==> src/rtl/muldiv_seq_pkg.sv <==
// Shared types for the iterative HI/LO multiply/divide sequencer.
// Opcodes, FSM states and the iteration count used by muldiv_seq.
package muldiv_seq_pkg;

    typedef enum logic [2:0] {
        OP_NONE = 3'd0,
        OP_MUL  = 3'd1,
        OP_MADD = 3'd2,
        OP_DIV  = 3'd3,
        OP_MTHI = 3'd4,
        OP_MTLO = 3'd5
    } muldiv_op_t;

    typedef enum logic [1:0] {
        ST_IDLE  = 2'd0,
        ST_RUN   = 2'd1,
        ST_FIXUP = 2'd2
    } muldiv_state_t;

    localparam int MULDIV_ITERS = 32;

endpackage

==> src/rtl/muldiv_seq_step.sv <==
// One combinational iteration of the shared shift/add-subtract datapath.
// Multiply: shift-add over {acc, opnd}. Divide: restoring step over {rem, quotient}.
module muldiv_seq_step #(
    parameter int DATA_WIDTH = 32
) (
    input  logic                  i_div_mode,
    input  logic [DATA_WIDTH-1:0] i_acc,
    input  logic [DATA_WIDTH-1:0] i_opnd,
    input  logic [DATA_WIDTH-1:0] i_mcand,
    output logic [DATA_WIDTH-1:0] o_acc,
    output logic [DATA_WIDTH-1:0] o_opnd
);

    logic [DATA_WIDTH-1:0] w_addend;
    logic [DATA_WIDTH:0]   w_sum;
    logic [DATA_WIDTH-1:0] w_rem_lo;
    logic [DATA_WIDTH-1:0] w_diff;
    logic                  w_ge;

    // Datapath for both modes; a set shifted-out remainder MSB always means rem >= divisor.
    always_comb begin
        w_addend = i_opnd[0] ? i_mcand : {DATA_WIDTH{1'b0}};
        w_sum    = {1'b0, i_acc} + {1'b0, w_addend};
        w_rem_lo = {i_acc[DATA_WIDTH-2:0], i_opnd[DATA_WIDTH-1]};
        w_diff   = w_rem_lo - i_mcand;
        w_ge     = i_acc[DATA_WIDTH-1] | (w_rem_lo >= i_mcand);
        if (i_div_mode) begin
            o_acc  = w_ge ? w_diff : w_rem_lo;
            o_opnd = {i_opnd[DATA_WIDTH-2:0], w_ge};
        end else begin
            o_acc  = w_sum[DATA_WIDTH:1];
            o_opnd = {w_sum[0], i_opnd[DATA_WIDTH-1:1]};
        end
    end

endmodule

==> src/rtl/muldiv_seq.sv <==
// HI/LO owner executing MULT/MADD/DIV (signed or unsigned) one bit per cycle,
// plus single-cycle MTHI/MTLO, behind a valid/ready handshake with flush.
module muldiv_seq
    import muldiv_seq_pkg::*;
#(
    parameter int DATA_WIDTH = MULDIV_ITERS
) (
    input  logic                  clock,
    input  logic                  reset_n,
    input  logic                  req_valid,
    output logic                  req_ready,
    input  muldiv_op_t            req_op,
    input  logic                  req_u,
    input  logic [DATA_WIDTH-1:0] req_a,
    input  logic [DATA_WIDTH-1:0] req_b,
    input  logic                  flush,
    output logic                  busy,
    output logic [DATA_WIDTH-1:0] hi,
    output logic [DATA_WIDTH-1:0] lo,
    output logic                  done
);

    localparam int CW = $clog2(DATA_WIDTH);

    function automatic logic [DATA_WIDTH-1:0] abs_val(input logic [DATA_WIDTH-1:0] v,
                                                      input logic neg);
        return neg ? (-v) : v;
    endfunction

    muldiv_state_t           r_state;
    muldiv_op_t              r_op;
    logic [CW-1:0]           r_count;
    logic                    r_neg_prod;
    logic                    r_neg_quot;
    logic                    r_neg_rem;
    logic                    r_div_zero;
    logic [DATA_WIDTH-1:0]   r_orig_a;
    logic [DATA_WIDTH-1:0]   r_acc;
    logic [DATA_WIDTH-1:0]   r_opnd;
    logic [DATA_WIDTH-1:0]   r_mcand;
    logic [DATA_WIDTH-1:0]   r_hi;
    logic [DATA_WIDTH-1:0]   r_lo;
    logic                    r_done;

    logic [DATA_WIDTH-1:0]   w_next_acc;
    logic [DATA_WIDTH-1:0]   w_next_opnd;
    logic                    w_a_neg;
    logic                    w_b_neg;
    logic [2*DATA_WIDTH-1:0] w_prod;
    logic [2*DATA_WIDTH-1:0] w_commit;

    muldiv_seq_step #(.DATA_WIDTH(DATA_WIDTH)) u_step (
        .i_div_mode (r_op == OP_DIV),
        .i_acc      (r_acc),
        .i_opnd     (r_opnd),
        .i_mcand    (r_mcand),
        .o_acc      (w_next_acc),
        .o_opnd     (w_next_opnd)
    );

    // Operand sign detection at accept time; unsigned variants never negate.
    always_comb begin
        w_a_neg = ~req_u & req_a[DATA_WIDTH-1];
        w_b_neg = ~req_u & req_b[DATA_WIDTH-1];
    end

    // Sign fixup and the value committed to {HI,LO} on the FIXUP edge.
    always_comb begin
        w_prod = r_neg_prod ? (-{r_acc, r_opnd}) : {r_acc, r_opnd};
        case (r_op)
            OP_MUL:  w_commit = w_prod;
            OP_MADD: w_commit = {r_hi, r_lo} + w_prod;
            OP_DIV: begin
                if (r_div_zero) begin
                    w_commit = {r_orig_a, {DATA_WIDTH{1'b1}}};
                end else begin
                    w_commit = {abs_val(r_acc, r_neg_rem), abs_val(r_opnd, r_neg_quot)};
                end
            end
            default: w_commit = {r_hi, r_lo};
        endcase
    end

    // Sequencer FSM, iteration registers and committed HI/LO.
    always_ff @(posedge clock or negedge reset_n) begin
        if (!reset_n) begin
            r_state    <= ST_IDLE;
            r_op       <= OP_NONE;
            r_count    <= {CW{1'b0}};
            r_neg_prod <= 1'b0;
            r_neg_quot <= 1'b0;
            r_neg_rem  <= 1'b0;
            r_div_zero <= 1'b0;
            r_orig_a   <= {DATA_WIDTH{1'b0}};
            r_acc      <= {DATA_WIDTH{1'b0}};
            r_opnd     <= {DATA_WIDTH{1'b0}};
            r_mcand    <= {DATA_WIDTH{1'b0}};
            r_hi       <= {DATA_WIDTH{1'b0}};
            r_lo       <= {DATA_WIDTH{1'b0}};
            r_done     <= 1'b0;
        end else begin
            r_done <= 1'b0;
            case (r_state)
                ST_IDLE: begin
                    if (req_valid && !flush) begin
                        case (req_op)
                            OP_MTHI: r_hi <= req_a;
                            OP_MTLO: r_lo <= req_a;
                            OP_MUL, OP_MADD, OP_DIV: begin
                                r_state    <= ST_RUN;
                                r_op       <= req_op;
                                r_count    <= CW'(DATA_WIDTH - 1);
                                r_neg_prod <= w_a_neg ^ w_b_neg;
                                r_neg_quot <= w_a_neg ^ w_b_neg;
                                r_neg_rem  <= w_a_neg;
                                r_div_zero <= (req_b == {DATA_WIDTH{1'b0}});
                                r_orig_a   <= req_a;
                                r_acc      <= {DATA_WIDTH{1'b0}};
                                r_opnd     <= abs_val(req_a, w_a_neg);
                                r_mcand    <= abs_val(req_b, w_b_neg);
                            end
                            default: r_state <= ST_IDLE;
                        endcase
                    end
                end
                ST_RUN: begin
                    if (flush) begin
                        r_state <= ST_IDLE;
                    end else begin
                        r_acc   <= w_next_acc;
                        r_opnd  <= w_next_opnd;
                        r_count <= r_count - {{(CW-1){1'b0}}, 1'b1};
                        if (r_count == {CW{1'b0}}) begin
                            r_state <= ST_FIXUP;
                        end
                    end
                end
                ST_FIXUP: begin
                    r_state <= ST_IDLE;
                    if (!flush) begin
                        {r_hi, r_lo} <= w_commit;
                        r_done       <= 1'b1;
                    end
                end
                default: r_state <= ST_IDLE;
            endcase
        end
    end

    assign req_ready = (r_state == ST_IDLE);
    assign busy      = (r_state != ST_IDLE);
    assign hi        = r_hi;
    assign lo        = r_lo;
    assign done      = r_done;

endmodule
==> config.mk <==
export PLATFORM = sky130hd
export DESIGN_NAME = muldiv_seq
export DESIGN_NICKNAME = d
export VERILOG_FILES = /design/src/rtl/muldiv_seq_pkg.sv /design/src/rtl/muldiv_seq_step.sv /design/src/rtl/muldiv_seq.sv
export SDC_FILE = /design/constraint.sdc
export NUM_CORES = 1
export LEC_CHECK = 0
export CELL_PAD_IN_SITES_DETAIL_PLACEMENT = 1
export CELL_PAD_IN_SITES_GLOBAL_PLACEMENT = 2
export CORE_MARGIN = 2
export CORE_UTILIZATION = 35
export DETAILED_ROUTE_END_ITERATION = 8
export DONT_BUFFER_PORTS = 1
export PLACE_DENSITY_LB_ADDON = 0.1
export SETUP_SLACK_MARGIN = 0.3
export SYNTH_ARGS = -nofsm -noshare
export SYNTH_HDL_FRONTEND = slang
export SYNTH_SLANG_ARGS = --single-unit
==> constraint.sdc <==
create_clock -name clock -period 8.4 [get_ports clock]
set_input_delay 0.84 -clock clock [delete_from_list [all_inputs] [get_ports clock]]
set_output_delay 0.84 -clock clock [all_outputs]
set_load 0.02 [all_outputs]
==> run_results.csv, run 1 <==
group,metric,value,unit
timing,timing.final.hold_violations,0,
timing,timing.final.crit_share,0.7475,
worst_setup_path,critical-path-slowest-cell,"inv_1",
drt,drtIter0Drc,1664,
drt,drt-total-wl,93.49,mm
synthesis,synth-main-ff-cell,"dfrtp_1",
finish,final_net_count,2992,
timing,final.setup_skew,0.01137,ns
grt,antenna_found_initial,3,
synthesis,ys_types,76,
synthesis,post-synth-top-area-cell,"dfrtp_1",
grt,grt_overflow_total,0,
synthesis,netlist_instances,2901,
timing,clock.fmax,0.1593,GHz
synthesis,synth-async-reset-ratio,1.000,
synthesis,ys_top_cells_by_area,"dfrtp_1 24%, ha_1 8.8%, nand2_1 8.6%",
timing,final-max-slew-violation-count,0,
synthesis,synth.top_cells.by_count,"484 x nand2_1, 338 x o21ai_0, 235 x a21oi_1",
finish,multi_input_area,0.01500,sq mm
drt,detail_route.first_pass.iterations,5,
floorplanning,number_of_cell_rows,90,
placed_design,placed_area,0.02166,sq mm
floorplanning,floorplan.core_area,0.06002,sq mm
finish,fin_area,0.02266,sq mm
synthesis,synth.top_cell.area_share,0.2438,
placed_design,io_buffer_count,0,
grt,first_pass_grt_wire_length,142.2,mm
synthesis,count_of_state_elements_after_synthesis,206,
cts,clock-sinks,206,
timing,slew-limit-headroom,0.2020,
worst_setup_path,kind_of_end_point_of_the_critical_path,"flip-flop",
cts,clockRootBuffer,"clkbuf_16",
finish,drive_gt1_frac,0.04443,
cts,clock_tree_from_tritoncts,"built",
pwr,total_leakage_power,0.009825,uW
worst_setup_path,cp_cell_sequence,"inv_1 -> ha_1 -> nand2b_1 -> or3_1 -> or3_1 -> o21ai_1 -> xnor2_1 -> ha_1 -> nand2_1 -> nor4_1 -> a21oi_1 -> nor2_1 -> a41o_1 -> a31oi_1 -> or4b_2 -> nand3_1",
floorplanning,die_width,249.8,um
cts,max-clock-path-buffers,3,
floorplanning,ios,139,
drt,route.antenna.remaining_nets,0,
floorplanning,start_util,0.3523,
synthesis,yosysMostFrequentCell,"nand2_1",
cts,post_cts_resize_count,0,
synthesis,synth_area_per_cell,7.290,sq um
synthesis,post_synth_instance_area,0.02115,sq mm
timing,setup_violations,0,
placed_design,gp_congestion,0.9205,
timing,min_cycle_time_layout,6.279,ns
grt,grt_max_degree,207,
pwr,report.power.total,7995,uW
grt,grt_usage,0.2956,
pwr,power_per_cell_area,352.9,mW/mm^2
finish,sequential_cell_area,0.005157,sq mm
cts,clk-insertion-delay-late,0.60,ns
placed_design,post-place-ws,2.178,ns
floorplanning,fp.dieH,249.8,um
flow_run,timing.max_cap.violations,0,
timing,max_slew.worst_pin.slew,1.197,ns
synthesis,synth-seq-area-share,0.2438,
drt,routed-via-count,21520,
pwr,maximum_vdd_drop,0.0001961,V
cts,clk_transition_reported_paths,0.06,ns
synthesis,synth_warnings,0,
worst_setup_path,crit_fanout,33,
finish,n_fill_cell,7368,
worst_setup_path,cpPeakStageDelay,0.81,ns
worst_setup_path,worst_setup_path_start_kind,"flip-flop",
cts,cts_max_level,1,
floorplanning,design.die.area,0.06241,sq mm
worst_setup_path,critPathKind,"reg2reg",
worst_setup_path,crit_required,8.94,ns
cts,cts_inserted_buffers,29,
finish,area_delta_synth_final,7.129,%
drt,remaining_drc_errors,0,
drt,detail_route.vias_per_cell,6.020,
grt,via_count_of_the_first_global_routing_pass,22100,
worst_hold_path,hold_path_class,"in2async",
drt,post_drt_wl_per_cell,26.15,um
outcome,outcome,"complete, no violations",
worst_setup_path,timing.critical_path.arrival,6.82,ns
timing,setup_repair_after_global_routing_missed_its_margin,"false",
timing,setup-tns-final,0,ns
synthesis,synth-edff-count,0,
timing,finalWorstSetupSlack,2.121,ns
placed_design,post_detail_place_hpwl,70.70,mm
synthesis,synth_nets,3124,
==> cell usage in the layout, fill, tap and decap left out, drive strengths merged, types with 23 or more instances in the layout <==
| cell | count |
|---|---|
| a211oi | 23 |
| a21o | 76 |
| a21oi | 235 |
| buf | 28 |
| clkbuf | 42 |
| dfrtp | 206 |
| ha | 148 |
| inv | 89 |
| mux2i | 25 |
| nand2 | 484 |
| nand2b | 27 |
| nand3 | 81 |
| nand4 | 28 |
| nor2 | 221 |
| nor3 | 44 |
| o211ai | 29 |
| o21a | 23 |
| o21ai | 346 |
| o31ai | 36 |
| or3 | 34 |
| xnor2 | 150 |
| xor2 | 98 |
==> kinds of logic after synthesis <==
logic type      synth area share
xor+xnor                  0.1031
fa+ha+maj                0.09040
mux                      0.01290
flops                     0.2438
buf+inv                  0.05047
simple gates              0.2172
compound gates            0.2822
==> registers in the layout (all words and copies together), names as in the netlist <==
name	flops
r_neg_rem	1
lo	32
r_count	5
r_mcand	32
r_op	3
r_state	2
r_opnd	32
r_neg_quot	1
hi	32
r_div_zero	1
done	1
r_orig_a	32
r_acc	32
==> power by group <==
group          internal, uW  switching, uW
Clock                   753            546
Sequential             1250            623
Combinational          1800           3030
Total                  3800           4200
==> stage by stage <==
step           utilization  cells  hold WS, ns
6_report            0.3775   3575       0.3432
5_1_grt             0.3774   3573       0.3022
3_5_place_dp        0.3610   3519       0.4641
2_1_floorplan            -   2901       0.4409
3_3_place_gp        0.3610   3519       0.4541
4_1_cts             0.3774   3573       0.3028
==> final timing paths <==
check / start / to / slack (ns) / cells after the start
setup / recovery: r_opnd[0] / hi[27] / 2.12 / 16
hold / removal: reset_n / r_count[0] / 0.34 / 1
setup reg to reg: r_opnd[0] / hi[27] / 2.12 / 16
hold reg to reg: r_orig_a[9] / r_orig_a[9] / 0.47 / 2
max in group asynchronous: reset_n / r_neg_quot / 7.09 / 1
min in group clock: req_a[12] / r_orig_a[12] / 0.34 / 2
==> critical path, delay by kind of cell (launching register included) <==
| family | cells | cell delay [ns] |
|---|---|---|
| and+or+nand+nor | 8 | 3.02 |
| AOI/OAI and AO/OA | 4 | 1.04 |
| buffers and inverters | 1 | 0.81 |
| adders and majority gates | 2 | 0.77 |
| DFF | 1 | 0.42 |
| xor gates and xnor gates | 1 | 0.17 |
==> per-layer routing <==
metal,vias to the layer above,GRT usage,routed length (um),part of all wire
met5,-,0,27,0.00029
met4,4,0.09243,3167,0.034
met3,109,0.04474,5160,0.055
met2,552,0.4578,40430,0.43
met1,10740,0.4205,44700,0.48
li1,10110,-,-,-
==> area by class of cell <==
type | instances | area share
clock inverter | 11 | 0.005026
inverter | 88 | 0.01458
sequential | 206 | 0.2276
antenna | 2 | 0.0002209
multi-input combinational | 2416 | 0.6619
tap | 782 | 0.04319
timing repair buffer | 28 | 0.01016
clock buffer | 42 | 0.03728
==> repair_timing <==
item,4_1_cts,5_1_grt
buffers inserted,0,0
hold buffers,1,0
endpoints found under the hold margin,206,0
Power figures use the tool's default switching activity.
==> inputs of run 2 (changes only) <==
==> constraint.sdc (replaced) <==
create_clock -name clock -period 5.4 [get_ports clock]
set_input_delay 0.54 -clock clock [delete_from_list [all_inputs] [get_ports clock]]
set_output_delay 0.54 -clock clock [all_outputs]
set_load 0.02 [all_outputs]
==> run 2 against run 1 <==
  * The flow now finishes with violations (hold timing)
  * Setup slack worse by 1.9 ns
  * Sequential power increased by 44%
  * Global-route usage grew 1.8 points
  * Die area unchanged
  * Clock power rose by 61%
  * Clock skew rose by 0.0078 ns
  * Largest power group unchanged
  * Routed wire length rose by 6.3%
  * Largest cell class unchanged
  * Critical path type unchanged
  * Count of clock-buffer cells in the layout is 2 higher
  * Cell count rose by 7.1%
  * Sequential share of layout area decreased by 2.6 points
  * Maximum frequency increased by 21%
==> run_results.csv, run 2 (synthesized netlist as in run 1, its figures left out) <==
group,metric,value,unit
drt,post_drt_wl_per_cell,25.96,um
worst_setup_path,crit_required,5.90,ns
pwr,total_leakage_power,0.01138,uW
worst_setup_path,critPathKind,"reg2reg",
grt,first_pass_grt_wire_length,150.3,mm
timing,timing.final.hold_violations,206,
cts,cts_max_level,1,
floorplanning,design.die.area,0.06241,sq mm
finish,n_fill_cell,7322,
cts,clock-sinks,206,
finish,n_antenna_cell,0,
placed_design,placed_cells,3735,
flow_run,timing.max_cap.violations,0,
placed_design,post_detail_place_hpwl,76.27,mm
grt,antenna_found_initial,0,
drt,drt-total-wl,99.37,mm
worst_setup_path,crit_fanout,8,
finish,area_delta_synth_final,20.90,%
floorplanning,number_of_cell_rows,90,
grt,grt_usage,0.3132,
grt,via_count_of_the_first_global_routing_pass,23180,
pwr,power_per_cell_area,565.0,mW/mm^2
timing,fin_worst_hold_slack,-0.3777,ns
worst_setup_path,worst_setup_path_start_kind,"flip-flop",
worst_setup_path,kind_of_end_point_of_the_critical_path,"flip-flop",
drt,detail_route.first_pass.iterations,5,
placed_design,gp_congestion,0.9290,
floorplanning,fp.dieH,249.8,um
cts,clockRootBuffer,"clkbuf_16",
grt,grt_overflow_total,0,
timing,max_slew.worst_pin.slew,1.072,ns
finish,final_net_count,3246,
floorplanning,die_width,249.8,um
drt,route.antenna.remaining_nets,0,
cts,cts_inserted_buffers,31,
pwr,report.power.total,14450,uW
drt,detail_route.vias_per_cell,5.902,
finish,final_common_cell,"nand2_1",
finish,mostFrequentLayoutCells,"476 x nand2_1, 300 x o21ai_0, 272 x buf_4",
drt,remaining_drc_errors,0,
cts,max-clock-path-buffers,3,
worst_hold_path,hold_path_class,"in2async",
pwr,pwr-share-seq,0.187,
grt,grt_max_degree,207,
cts,clk_transition_reported_paths,0.06,ns
floorplanning,ios,139,
timing,final.setup_skew,0.01914,ns
timing,setup_repair_after_global_routing_missed_its_margin,"true",
timing,final-max-slew-violation-count,0,
timing,min_cycle_time_layout,5.175,ns
timing,setup-tns-final,0,ns
outcome,outcome,"finished with violations",
worst_setup_path,timing.critical_path.arrival,5.67,ns
cts,clock_tree_from_tritoncts,"built",
pwr,maximum_vdd_drop,0.0003025,V
pwr,power.switching,7202,uW
placed_design,io_buffer_count,0,
finish,drive_gt1_frac,0.1691,
drt,drtIter0Drc,1492,
finish,layoutNonFillerInstCount,3828,
pwr,power.share.clock,0.144,
drt,routed-via-count,22590,
timing,clock.fmax,0.1932,GHz
worst_setup_path,reg2reg_setup_slack,0.22,ns
pwr,pwr-share-comb,0.669,
floorplanning,floorplan.core_area,0.06002,sq mm
timing,setup_violations,0,
timing,slew-limit-headroom,0.2836,
floorplanning,start_util,0.3523,
cts,ctsHoldBuffers,1,
pwr,power_report.internal_total,7244,uW
outcome,violations_in_the_final_reports,"hold timing",
cts,clk-insertion-delay-late,0.62,ns
pwr,swShare,0.4985,
timing,timing.final.crit_share,0.9584,
[run 2: routing by layer]
metal / GRT usage / vias up / share of wire
met4: 0.09621 / 0 / 0.034
met5: 0 / - / 0
met2: 0.4996 / 565 / 0.45
met3: 0.04161 / 113 / 0.050
met1: 0.4382 / 11310 / 0.47
li1: - / 10610 / -
[run 2: worst max-delay path, cell delays in order (launching register included)]
cell	delay, ns
dfrtp_1	0.38
or4_4	0.54
or4_4	0.43
or3_4	0.36
buf_12	0.16
or3_4	0.42
buf_12	0.16
o21ai_4	0.19
xnor2_2	0.13
ha_1	0.38
nand2_1	0.15
nor2_4	0.12
nand4_1	0.16
nor4_1	0.27
a32o_2	0.26
o211ai_1	0.16
buf_4	0.18
o31ai_2	0.17
buf_4	0.16
mux2i_1	0.20
o21ai_1	0.07
[run 2: final cells by class]
cell class	instances	area, sq um	share of cell area
Timing Repair Buffer	280	2142	0.08378
Inverter	88	330.3	0.01292
Tap cell	782	978.4	0.03827
Clock buffer	44	884.6	0.03460
Multi-Input combinational cell	2416	15940	0.6236
Sequential cell	206	5157	0.2017
Clock inverter	12	130.1	0.005090
[run 2: metrics by stage]
stage          instance area [sq um]  utilization  worst slack [ns]
3_3_place_gp                   23300       0.3882          0.005590
5_1_grt                        25570       0.4260           0.07636
3_5_place_dp                   23300       0.3882           -0.1064
2_1_floorplan                  21160            -            0.3185
4_1_cts                        24900       0.4149            0.1933
6_report                       25570       0.4260            0.2247
[run 2: power by group through the flow]
stage	Combinational, uW	Clock (uW)	Sequential [uW]
4_1_cts	9070	2140	2670
2_1_floorplan	5570	0	2440
6_report	9660	2090	2700
5_1_grt	10500	2170	2750
3_3_place_gp	8560	0	2670
3_5_place_dp	8690	0	2690
[run 2: path summary, 6_finish.rpt]
check / cells after the start / start / to
hold / removal: 0 / reset_n / r_count[2]
setup / recovery: 20 / r_opnd[6] / hi[29]
max in group asynchronous: 0 / reset_n / hi[14]
min in group clock: 2 / req_a[10] / r_orig_a[10]
hold reg to reg: 2 / r_mcand[9] / r_mcand[9]
setup reg to reg: 20 / r_opnd[6] / hi[29]
[run 2: timing repair]
item | in CTS | in global routing
pin swaps | 56 | 54
gates cloned | 1 | 0
gates resized for setup | 96 | 118
buffers inserted | 17 | 18
endpoints found under the hold margin | 207 | 206
setup endpoints to repair | 33 | 34
==> inputs of run 3 (changes only) <==
--- a/config.mk
+++ b/config.mk
@@ -9,6 +9,7 @@
 export CELL_PAD_IN_SITES_GLOBAL_PLACEMENT = 2
 export CORE_MARGIN = 2
 export CORE_UTILIZATION = 35
+export CTS_BUF_LIST = sky130_fd_sc_hd__clkbuf_2
 export DETAILED_ROUTE_END_ITERATION = 8
 export DONT_BUFFER_PORTS = 1
 export PLACE_DENSITY_LB_ADDON = 0.1
==> run 3 against run 2 <==
  * The flow now finishes without violations
  * First-iteration DRC count fell by 3.6%
  * Global-route usage rose by 1.6 points
  * Worst hold slack improved by 0.46 ns
  * Utilization rose by 2.6 points
  * Cell count rose by 5.1%
  * Clock skew rose by 0.14 ns
  * Total power rose by 1.4%
  * Critical path type unchanged
==> run_results.csv, run 3 (synthesized netlist as in run 1, its figures left out) <==
group,metric,value,unit
drt,post_drt_wl_per_cell,25.98,um
worst_hold_path,hold_path_class,"in2reg",
pwr,power_per_cell_area,540.5,mW/mm^2
cts,clock_tree_from_tritoncts,"built",
worst_setup_path,critPathKind,"reg2reg",
finish,multi_input_area,0.01658,sq mm
drt,routed-via-count,23570,
worst_setup_path,crit_fanout,6,
floorplanning,ios,139,
grt,via_count_of_the_first_global_routing_pass,24190,
grt,antenna_found_initial,9,
worst_setup_path,timing.critical_path.arrival,6.21,ns
cts,clk_transition_reported_paths,0.12,ns
drt,detail_route.first_pass.iterations,5,
timing,setup_repair_after_global_routing_missed_its_margin,"true",
floorplanning,number_of_cell_rows,90,
floorplanning,die_width,249.8,um
timing,timing.final.crit_share,0.9814,
floorplanning,floorplan.core_area,0.06002,sq mm
grt,grt_usage,0.3297,
finish,n_fill_cell,7323,
placed_design,io_buffer_count,0,
worst_setup_path,kind_of_end_point_of_the_critical_path,"flip-flop",
pwr,total_leakage_power,0.01210,uW
cts,clockRootBuffer,"clkbuf_2",
timing,clock.fmax,0.1887,GHz
flow_run,timing.max_cap.violations,0,
pwr,report.power.total,14650,uW
cts,cts_max_level,3,
floorplanning,fp.dieH,249.8,um
drt,drt-total-wl,104.5,mm
worst_setup_path,crit_required,6.31,ns
drt,route.antenna.remaining_nets,0,
grt,grt_overflow_total,0,
placed_design,post_detail_place_hpwl,76.27,mm
cts,cts_inserted_buffers,69,
timing,max_slew.worst_pin.slew,1.216,ns
finish,final_common_cell,"nand2_1",
grt,grt_max_degree,207,
floorplanning,start_util,0.3523,
placed_design,gp_congestion,0.9290,
worst_setup_path,worst_setup_path_start_kind,"flip-flop",
timing,slew-limit-headroom,0.1895,
timing,setup-tns-final,0,ns
timing,fin_worst_hold_slack,0.08013,ns
cts,clk-insertion-delay-late,1.10,ns
timing,final-max-slew-violation-count,0,
timing,timing.final.hold_violations,0,
outcome,outcome,"complete, no violations",
finish,final_net_count,3414,
grt,first_pass_grt_wire_length,156.7,mm
finish,drive_gt1_frac,0.2046,
finish,area_delta_synth_final,28.19,%
pwr,maximum_vdd_drop,0.0001358,V
cts,clock-sinks,206,
finish,mostFrequentLayoutCells,"470 x nand2_1, 291 x buf_4, 287 x o21ai_0",
drt,remaining_drc_errors,0,
finish,sequential_cell_area,0.005159,sq mm
timing,setup_violations,0,
timing,final.setup_skew,0.1551,ns
floorplanning,design.die.area,0.06241,sq mm
cts,max-clock-path-buffers,3,
drt,detail_route.vias_per_cell,5.857,
timing,min_cycle_time_layout,5.300,ns
drt,drtIter0Drc,1438,
==> run 3: critical path, cell delays in order (launching register included) <==
cell and delay (ns):
dfrtp_1 0.40, or4_4 0.54, or4_4 0.43, or3_4 0.35, buf_8 0.15, or3_4 0.40, buf_8 0.16, buf_4 0.13
buf_6 0.11, o21ai_4 0.19, xnor2_4 0.11, ha_4 0.30, and4_4 0.26, nand2_4 0.08, a2111o_1 0.40, a41o_4 0.29
a21oi_4 0.20, buf_6 0.13, xor2_2 0.17, o21ai_1 0.08, a211oi_1 0.23
==> run 3: per-layer routing <==
| layer | share of wire | global-route usage |
|---|---|---|
| met2 | 0.45 | 0.5269 |
| met5 | 0.00030 | 0 |
| met3 | 0.054 | 0.05465 |
| met4 | 0.040 | 0.1236 |
| met1 | 0.46 | 0.4453 |
==> run 3: area by class of cell <==
class,instances,area share
flip-flops and latches,206,0.1903
multi-input cells,2416,0.6115
well taps,782,0.03609
inverters,88,0.01218
repair buffers,410,0.1268
clock buffers,96,0.01772
diodes,12,0.001108
clock inverters,14,0.004339
==> run 3: final timing paths <==
path	start	to	slack [ns]	depth (start not counted)
worst max-delay path	r_opnd[6]	hi[20]	0.10	20
min in group asynchronous	reset_n	r_mcand[4]	0.18	2
worst min register to register	r_mcand[20]	r_mcand[20]	0.48	2
worst min-delay path	flush	r_mcand[4]	0.08	3
max in group asynchronous	reset_n	r_acc[21]	4.17	2
worst max register to register	r_opnd[6]	hi[20]	0.10	20
==> run 3: where the power goes <==
group          internal, uW  switching, uW  total, uW  leakage, uW
combinational          4490           6040      10500      0.00907
clock                   565            862       1430     0.000444
sequential             1940            756       2700      0.00259
total                  7000           7650      14700       0.0121
==> run 3: stage by stage <==
step                        util  instances  worst slack [ns]  cell area [sq um]
final                     0.4517       4024            0.1003              27110
after global routing      0.4514       4017         -0.007123              27090
after CTS                 0.4295       3975           0.04306              25780
after detailed placement  0.3882       3735           -0.1064              23300
after global placement    0.3882       3735          0.005590              23300
after floorplan                -       2901            0.3185              21160
==> run 3: what timing repair did <==
item	4_1_cts	5_1_grt
hold buffers	97	0
gates resized for setup	137	206
pin swaps	80	120
endpoints found under the hold margin	373	0
endpoints found under the setup margin	34	40
gates cloned	1	0
buffers inserted	32	37
